==> src/rtl/riscv_dmem_pkg.sv <==
// Shared definitions for the data-memory arbiter slice.
// Holds the default address/data widths, the port-id encoding stored in the
// response register, and the width of the m1 starvation counter.
package riscv_dmem_pkg;

  localparam int DMEM_AW = 7;
  localparam int DMEM_DW = 32;

  // Port ids as captured in resp_port.
  localparam logic PORT_CORE = 1'b0;
  localparam logic PORT_ACC  = 1'b1;

  // The starvation counter is 3 bits wide, so STARVE_MAX must be <= 7.
  localparam int STARVE_CNT_W = 3;

endpackage

==> src/rtl/riscv_dmem_starve_cnt.sv <==
// Starvation counter for the low-priority requester (m1).
// Counts consecutive cycles in which m1 requests but is not granted,
// saturating at STARVE_MAX. Any grant or any idle cycle clears it.
// Ports:
//   clk, rst_n  - clock, asynchronous active-low reset
//   req         - m1 request this cycle
//   gnt         - m1 grant this cycle
//   force_win   - m1 must win this cycle (count reached STARVE_MAX while requesting)
module riscv_dmem_starve_cnt
  import riscv_dmem_pkg::*;
#(
  parameter int STARVE_MAX = 4
) (
  input  logic clk,
  input  logic rst_n,
  input  logic req,
  input  logic gnt,
  output logic force_win
);

  localparam logic [STARVE_CNT_W-1:0] MAX_C = STARVE_CNT_W'(STARVE_MAX);

  logic [STARVE_CNT_W-1:0] cnt;

  always_ff @(posedge clk or negedge rst_n) begin
    if (!rst_n) begin
      cnt <= '0;
    end else if (!req || gnt) begin
      cnt <= '0;
    end else if (cnt != MAX_C) begin
      cnt <= cnt + 1'b1;
    end
  end

  // Combinational from the registered count, so the forced grant lands in
  // the same cycle the count reaches the limit.
  assign force_win = req && (cnt == MAX_C);

endmodule

==> src/rtl/riscv_dmem_arbiter.sv <==
// Two-port arbiter in front of a single-port data RAM.
// m0 (core LSU) has default priority; m1 (anomaly-detection accelerator) is
// guaranteed a win after STARVE_MAX consecutive losses. The RAM sits outside
// this block and has a 1-cycle registered read; writes return the written
// data (write-through), so every accepted access gets exactly one response
// one cycle later on the port that issued it.
//
// Handshake: a transfer happens in any cycle where mX_req=1 and mX_gnt=1.
// Grants are combinational from the requests in the same cycle. A requester
// that is not granted must hold its payload stable; nothing is buffered here.
// mX_rvalid pulses for one cycle, one cycle after the transfer, and mX_rdata
// is valid only while mX_rvalid=1 (0 otherwise).
//
// Ports:
//   clk, rst_n                    - clock, asynchronous active-low reset
//   m0_req/we/addr/wdata          - core request
//   m0_gnt, m0_rvalid, m0_rdata   - core grant and response
//   m1_*                          - same for the accelerator
//   ram_en/we/addr/wdata          - RAM command (zeros when idle)
//   ram_rdata                     - RAM read data, one cycle after ram_en
module riscv_dmem_arbiter
  import riscv_dmem_pkg::*;
#(
  parameter int AW         = DMEM_AW,
  parameter int DW         = DMEM_DW,
  parameter int STARVE_MAX = 4
) (
  input  logic          clk,
  input  logic          rst_n,
  input  logic          m0_req,
  input  logic          m0_we,
  input  logic [AW-1:0] m0_addr,
  input  logic [DW-1:0] m0_wdata,
  output logic          m0_gnt,
  output logic          m0_rvalid,
  output logic [DW-1:0] m0_rdata,
  input  logic          m1_req,
  input  logic          m1_we,
  input  logic [AW-1:0] m1_addr,
  input  logic [DW-1:0] m1_wdata,
  output logic          m1_gnt,
  output logic          m1_rvalid,
  output logic [DW-1:0] m1_rdata,
  output logic          ram_en,
  output logic          ram_we,
  output logic [AW-1:0] ram_addr,
  output logic [DW-1:0] ram_wdata,
  input  logic [DW-1:0] ram_rdata
);

  logic force_m1;
  logic resp_valid;
  logic resp_port;

  riscv_dmem_starve_cnt #(
    .STARVE_MAX(STARVE_MAX)
  ) u_starve (
    .clk      (clk),
    .rst_n    (rst_n),
    .req      (m1_req),
    .gnt      (m1_gnt),
    .force_win(force_m1)
  );

  // m1 wins when m0 is idle or when it has been starved long enough.
  // Gating with rst_n keeps the RAM quiet while reset is held.
  assign m1_gnt = rst_n && m1_req && (force_m1 || !m0_req);
  assign m0_gnt = rst_n && m0_req && !m1_gnt;
  assign ram_en = m0_gnt || m1_gnt;

  always_comb begin
    ram_we    = 1'b0;
    ram_addr  = '0;
    ram_wdata = '0;
    if (m1_gnt) begin
      ram_we    = m1_we;
      ram_addr  = m1_addr;
      ram_wdata = m1_wdata;
    end else if (m0_gnt) begin
      ram_we    = m0_we;
      ram_addr  = m0_addr;
      ram_wdata = m0_wdata;
    end
  end

  // Remember who was served so the RAM's next-cycle data is steered back
  // to the right requester. Reset drops any response still in flight.
  always_ff @(posedge clk or negedge rst_n) begin
    if (!rst_n) begin
      resp_valid <= 1'b0;
      resp_port  <= PORT_CORE;
    end else begin
      resp_valid <= ram_en;
      resp_port  <= m1_gnt ? PORT_ACC : PORT_CORE;
    end
  end

  assign m0_rvalid = resp_valid && (resp_port == PORT_CORE);
  assign m1_rvalid = resp_valid && (resp_port == PORT_ACC);
  assign m0_rdata  = m0_rvalid ? ram_rdata : '0;
  assign m1_rdata  = m1_rvalid ? ram_rdata : '0;

endmodule
==> config.mk <==
export PLATFORM = sky130hd
export DESIGN_NAME = riscv_dmem_arbiter
export DESIGN_NICKNAME = d
export VERILOG_FILES = /design/src/rtl/riscv_dmem_pkg.sv /design/src/rtl/riscv_dmem_starve_cnt.sv /design/src/rtl/riscv_dmem_arbiter.sv
export SDC_FILE = /design/constraint.sdc
export NUM_CORES = 1
export LEC_CHECK = 0
export CORE_AREA = 2 2 87 89
export CTS_CLUSTER_DIAMETER = 30
export DETAILED_ROUTE_END_ITERATION = 16
export DIE_AREA = 0 0 89 91
export PLACE_DENSITY = 0.75
export SKIP_LAST_GASP = 1
export SYNTH_ARGS = -nofsm -noshare
export SYNTH_HDL_FRONTEND = slang
export SYNTH_SLANG_ARGS = --single-unit
==> constraint.sdc <==
create_clock -name clk -period 2.25 [get_ports clk]
set_clock_uncertainty 0.1 [all_clocks]
set_input_delay 0.675 -clock clk [delete_from_list [all_inputs] [get_ports clk]]
set_output_delay 0.675 -clock clk [all_outputs]
set_load 0.005 [all_outputs]
* After elaboration in Yosys (flattened, before gate mapping)
Cells that the tools add are included.
Storage, ports and cells: register bits after elaboration 5, input bits 116, output and inout bits 109, word-level logic and storage cells 32
Operators by class: add/subtract/negate cells 1, eq/ne operators 2, mux-type cells 11, bitwise logic cells 1, reductions and logical operators 14
Operators with widths (number):
- $mux W32 | 4
- $mux W7 | 2
- $logic_and A1 B1 Y1 | 7
- $mux W3 | 2
- $add A3 B1 Y3 const B | 1
- $eq A3 B3 Y1 const B | 1
- $logic_not A1 Y1 | 3
- $logic_or A1 B1 Y1 | 3
- $mux W1 | 3
- $ne A3 B3 Y1 const B | 1
- $reduce_bool A2 Y1 | 1
- $not A1 Y1 | 1

* Depth between registers and ports, before layout
word-level depth 8, gate-level depth with buffers 6

* Cells and area by module
A second synthesis with hierarchy kept.
Second synthesis, totals: cells, all modules 245, area, all modules 1833.0 um2
By module, submodules not included:
- riscv_dmem_arbiter | times used 1, cells each 227, area each 1649.1 um2, sequential area each 50.0 um2
- riscv_dmem_starve_cnt | times used 1, cells each 18, area each 183.9 um2, sequential area each 75.1 um2

* Least setup slack after synthesis
OpenSTA, ideal clock, no wires.
kind input to output, from input port m1_req, to output port ram_addr[0], arrival 1.355 ns, slack 0.120 ns, cell stages on the path 4, buffers on the path 2, cells stage by stage buf_6 a31oi_2 buf_4 a22o_1
Between the ends: word-level cells in the longest chain between the ends 7
Ends and longest elaborated chain:
- start: declaration | RTL line riscv_dmem_arbiter.sv:37 | input logic m1_req,
- $logic_and A1 B1 Y1 | RTL line riscv_dmem_starve_cnt.sv:37 | assign force_win = req && (cnt == MAX_C);
- $logic_or A1 B1 Y1 | RTL line riscv_dmem_arbiter.sv:67 | assign m1_gnt = rst_n && m1_req && (force_m1 || !m0_req);
- $logic_and A1 B1 Y1 * | RTL line riscv_dmem_arbiter.sv:67
- $logic_not A1 Y1 * | RTL line riscv_dmem_arbiter.sv:68 | assign m0_gnt = rst_n && m0_req && !m1_gnt;
- $logic_and A1 B1 Y1 * | RTL line riscv_dmem_arbiter.sv:68
- net m0_gnt | RTL line riscv_dmem_arbiter.sv:34 | output logic m0_gnt,
- $mux W7 * | RTL line riscv_dmem_arbiter.sv:79 | end else if (m0_gnt) begin
- $mux W7 * | RTL line riscv_dmem_arbiter.sv:75 | if (m1_gnt) begin
- end: declaration | RTL line riscv_dmem_arbiter.sv:46 | output logic [AW-1:0] ram_addr,
Mark *: on every way through the listed nets, which the timed path passes. The rest lies on a longest branch.

* Final worst setup path
from register u_starve.cnt[0], to output port ram_wdata[30]
Between the ends: word-level cells in the longest chain between the ends 8
Ends and longest elaborated chain:
- start: declaration | RTL line riscv_dmem_starve_cnt.sv:23 | logic [STARVE_CNT_W-1:0] cnt;
- start signal: assignment | RTL line riscv_dmem_starve_cnt.sv:31 | cnt <= cnt + 1'b1;
- $eq A3 B3 Y1 * | RTL line riscv_dmem_starve_cnt.sv:37
- $logic_and A1 B1 Y1 * | RTL line riscv_dmem_starve_cnt.sv:37
- $logic_or A1 B1 Y1 * | RTL line riscv_dmem_arbiter.sv:67
- $logic_and A1 B1 Y1 * | RTL line riscv_dmem_arbiter.sv:67
- $logic_not A1 Y1 | RTL line riscv_dmem_arbiter.sv:68
- $logic_and A1 B1 Y1 | RTL line riscv_dmem_arbiter.sv:68
- $mux W32 | RTL line riscv_dmem_arbiter.sv:79
- $mux W32 * | RTL line riscv_dmem_arbiter.sv:75
- end: declaration | RTL line riscv_dmem_arbiter.sv:47 | output logic [DW-1:0] ram_wdata,
Mark *: on every way between the ends. The rest lies on a longest branch, timed or not.

==> flow_summary.ini <==
[timing]
final_max_tran_viols = 0
maxClockFrequency_mhz = 391
worstMarginPinSlew_ps = 252
rsz0062_at_grt = yes
hold_viol_final = 0
totalNegativeSetupSlack_ps = -10750
worst_slew_margin_rel_pct = 83.1
worst_hold_slack_ps = 256
timing.final.crit_period_ps = 2560
fin_ws_ps = -306
final.period_utilization_pct = 114
setup-violations-final = 42

[synth]
synthTopCellsByCount = a22o_1 (40), and2_1 (33), and3_1 (32)
mappedNetlistNets = 267
yosysMostFrequentCell = a22o_1
synth_top_family_by_area = simple AND/OR/NAND/NOR gates
post_synth_and_or_nand_nor_area_fraction_pct = 39.1
synth_area_leader_cell = a22o_1
netlist.area_leader.share_pct = 30.2
post_synth_instance_area_mm2 = 0.00116
post_synth.cell_area_avg_um2 = 7.79
synth.mux.area_fraction_pct = 0.970
post_synth_fa_ha_maj_area_fraction_pct = 2.16
compound_gate_fraction_of_synth_area_pct = 35.9
seq_cells_post_synth = 5
seq_total_area_yosys_pct = 10.8
postSynthCellCount = 149
ys_types = 22
synth.top_cells.by_area = a22o_1 (30%), and2_1 (18%), and3_1 (17%)
synth_edf_count = 0
most_used_flip_flop_cell_after_synthesis = dfrtp_1
synth_xor_area_share_pct = 0
yosysWarnings = 0
asyncSetResetFlopFracSynth_pct = 100

[global_route]
globalRoute.totalOverflow = 0
vias_in_the_first_global_route = 2277
grt_pass1_wl_um = 11800
maximum_number_of_pins_on_one_net_before_global_route_repair = 34
track_usage_pct = 18.6
initial_antenna_violation_count = 0

[placement]
dp_worst_setup_slack_ps = -1010
gpl.final_weighted_congestion = 0.806
io_buffers = 224
hpwlAfterDp_um = 5650

[critical_path]
critical_path_buf_inv_count = 5
critPathKind = flip-flop to primary output
worst_setup_path_end_kind = primary output
reg2reg_depth = 7
critical-path-max-stage-delay_ps = 380
worstReg2RegEnd = u_starve.cnt[2]
worstPathCellList = inv_2, ha_4, buf_6, nand2_4, a21oi_4, buf_12, buf_8, a22o_1, buf_2
reg2reg_setup_slack_ps = 580
r2r-start = u_starve.cnt[1]
critPathArrivalTime_ps = 1780
worstPathMaxFanout = 7
cp_data_required_time_ps = 1470
worstSetupStartpointType = flip-flop
slowest_stage = dfrtp_1
critPathTopFamily = buffers and inverters

[run_status]
violations = negative setup slack
status = finished with violations

[clocking]
cts_made_buffers = 3
tritoncts_clock_tree = yes
worstSkewPairLatency_ps = 220
cts_hold_repair.buffers = 0
clk_pin_slew_ps = 40
numClockSinks = 5
cts_root_buf = clkbuf_8
clockBufferDepth = 2
ctsHtreeMaxLevel = 1

[floorplanning]
chipWidth_um = 89
core_mm2 = 0.00714
ioPinCount = 225
dieHeight_um = 91
total_die_area_mm2 = 0.00810
placementRows = 31
initial_utilization_pct = 16.3

[flow_run]
max-cap-violations = 0

[power]
leakagePower_nw = 1.93
max-vdd-ir-drop_mv = 0.121
power_density_mw_per_mm2 = 239

[drt]
via_per_inst = 4.39
drt_pass1_iterations = 4
met2RoutedLength_um = 4330
post-route-drc-count = 0
wl_per_cell_um = 16.0
detailedRoute.firstIterationViolations = 43
route.layer.met1.wl_um = 2900
route.antenna.remaining_nets = 0
total_number_of_vias = 2219
met3WireLength_um = 769
maxUsedRoutingLayer = met4
wirelength_um = 8080

[layout]
area_of_the_multi_input_gates_um2 = 952
number_of_fillers_in_the_final_layout = 739
final_net_count = 525
antenna-diode-count = 0
area_growth_syn_to_layout_pct = 211
drive_gt1_share_pct = 40.1
seq_area_um2 = 125

[hold_path]
holdCritPathClass = primary input to asynchronous set/reset pin
final cells by class:
type | count | area share [%]
clock buffers | 4 | 1.25
flip-flops and latches | 5 | 3.46
multi-input cells | 124 | 26.3
repair buffers | 271 | 65.3
well taps | 99 | 3.43
inverters | 2 | 0.208
logic make-up (layout without fill, tap and decap cells):
kind of cell	after synthesis	after routing
AO/OA/AOI/OAI	47	47
adder cells (fa/ha/maj)	2	2
buffers and inverters	20	277
flip-flops	5	5
multiplexers	1	1
AND/OR/NAND/NOR	74	74
where the power goes:
| part | internal (mW) | total, mW | switching, mW |
|---|---|---|---|
| sequential | 0.0958 | 0.100 | 0.00467 |
| clock | 0.122 | 0.166 | 0.0448 |
| combinational | 0.396 | 0.596 | 0.200 |
what timing repair did:
action                                  CTS  global route
pin swaps                                 4            19
cloned                                    9             0
gates resized for setup                 393            55
buffers inserted                         21             5
endpoints found under the setup margin  109            72
stage by stage:
| stage | cells | power (mW) | util (%) | cell area (um2) |
|---|---|---|---|---|
| after floorplan | 149 | 0.251 | - | 1160 |
| after global placement | 471 | 0.663 | 50.0 | 3570 |
| after detailed placement | 471 | 0.670 | 50.0 | 3570 |
| after CTS | 505 | 0.884 | 53.1 | 3790 |
| after global routing | 505 | 0.921 | 50.7 | 3620 |
| final | 505 | 0.863 | 50.7 | 3620 |
layout by cell type, fill, tap and decap left out, types with 2 or more instances in the layout:
cell | Yosys | layout
buf_4 | 4 | 20
clkdlybuf4s15_1 | 0 | 2
nand2_1 | 4 | 3
buf_8 | 0 | 2
dlygate4sd2_1 | 0 | 15
inv_2 | 0 | 2
nand3_1 | 2 | 2
and3_1 | 32 | 29
a22o_1 | 40 | 40
dlymetal6s2s_1 | 0 | 2
o32ai_1 | 2 | 2
buf_12 | 0 | 5
buf_2 | 1 | 71
clkbuf_2 | 0 | 19
dfrtp_1 | 5 | 5
buf_6 | 5 | 21
clkdlybuf4s15_2 | 0 | 6
and2b_2 | 1 | 2
and3_4 | 0 | 3
buf_16 | 0 | 4
clkbuf_8 | 0 | 3
clkdlybuf4s50_1 | 0 | 104
and2_1 | 33 | 33
flip-flops by register name, indices dropped and copies added (netlist names):
| signal | count |
|---|---|
| resp_valid | 1 |
| resp_port | 1 |
| u_starve.cnt | 3 |
layer usage:
layer  global-route usage, %  vias up
li1                        -     1076
met1                    19.5     1001
met2                    36.4      136
met3                    3.64        6
met4                    4.60        0
met5                       0        -
worst max path at each step:
stage / end / start / slack [ps] / depth (start not counted)
floorplan: ram_addr[0] / m1_req / 120 / 4
global placement: ram_wdata[30] / m0_req / -980 / 6
detailed placement: ram_addr[5] / m0_req / -1010 / 6
CTS: ram_wdata[22] / u_starve.cnt[1] / -370 / 10
global route: ram_wdata[5] / u_starve.cnt[0] / -400 / 9
finish: ram_wdata[30] / u_starve.cnt[0] / -310 / 9
Note: power is estimated with default switching activity, not from simulation.
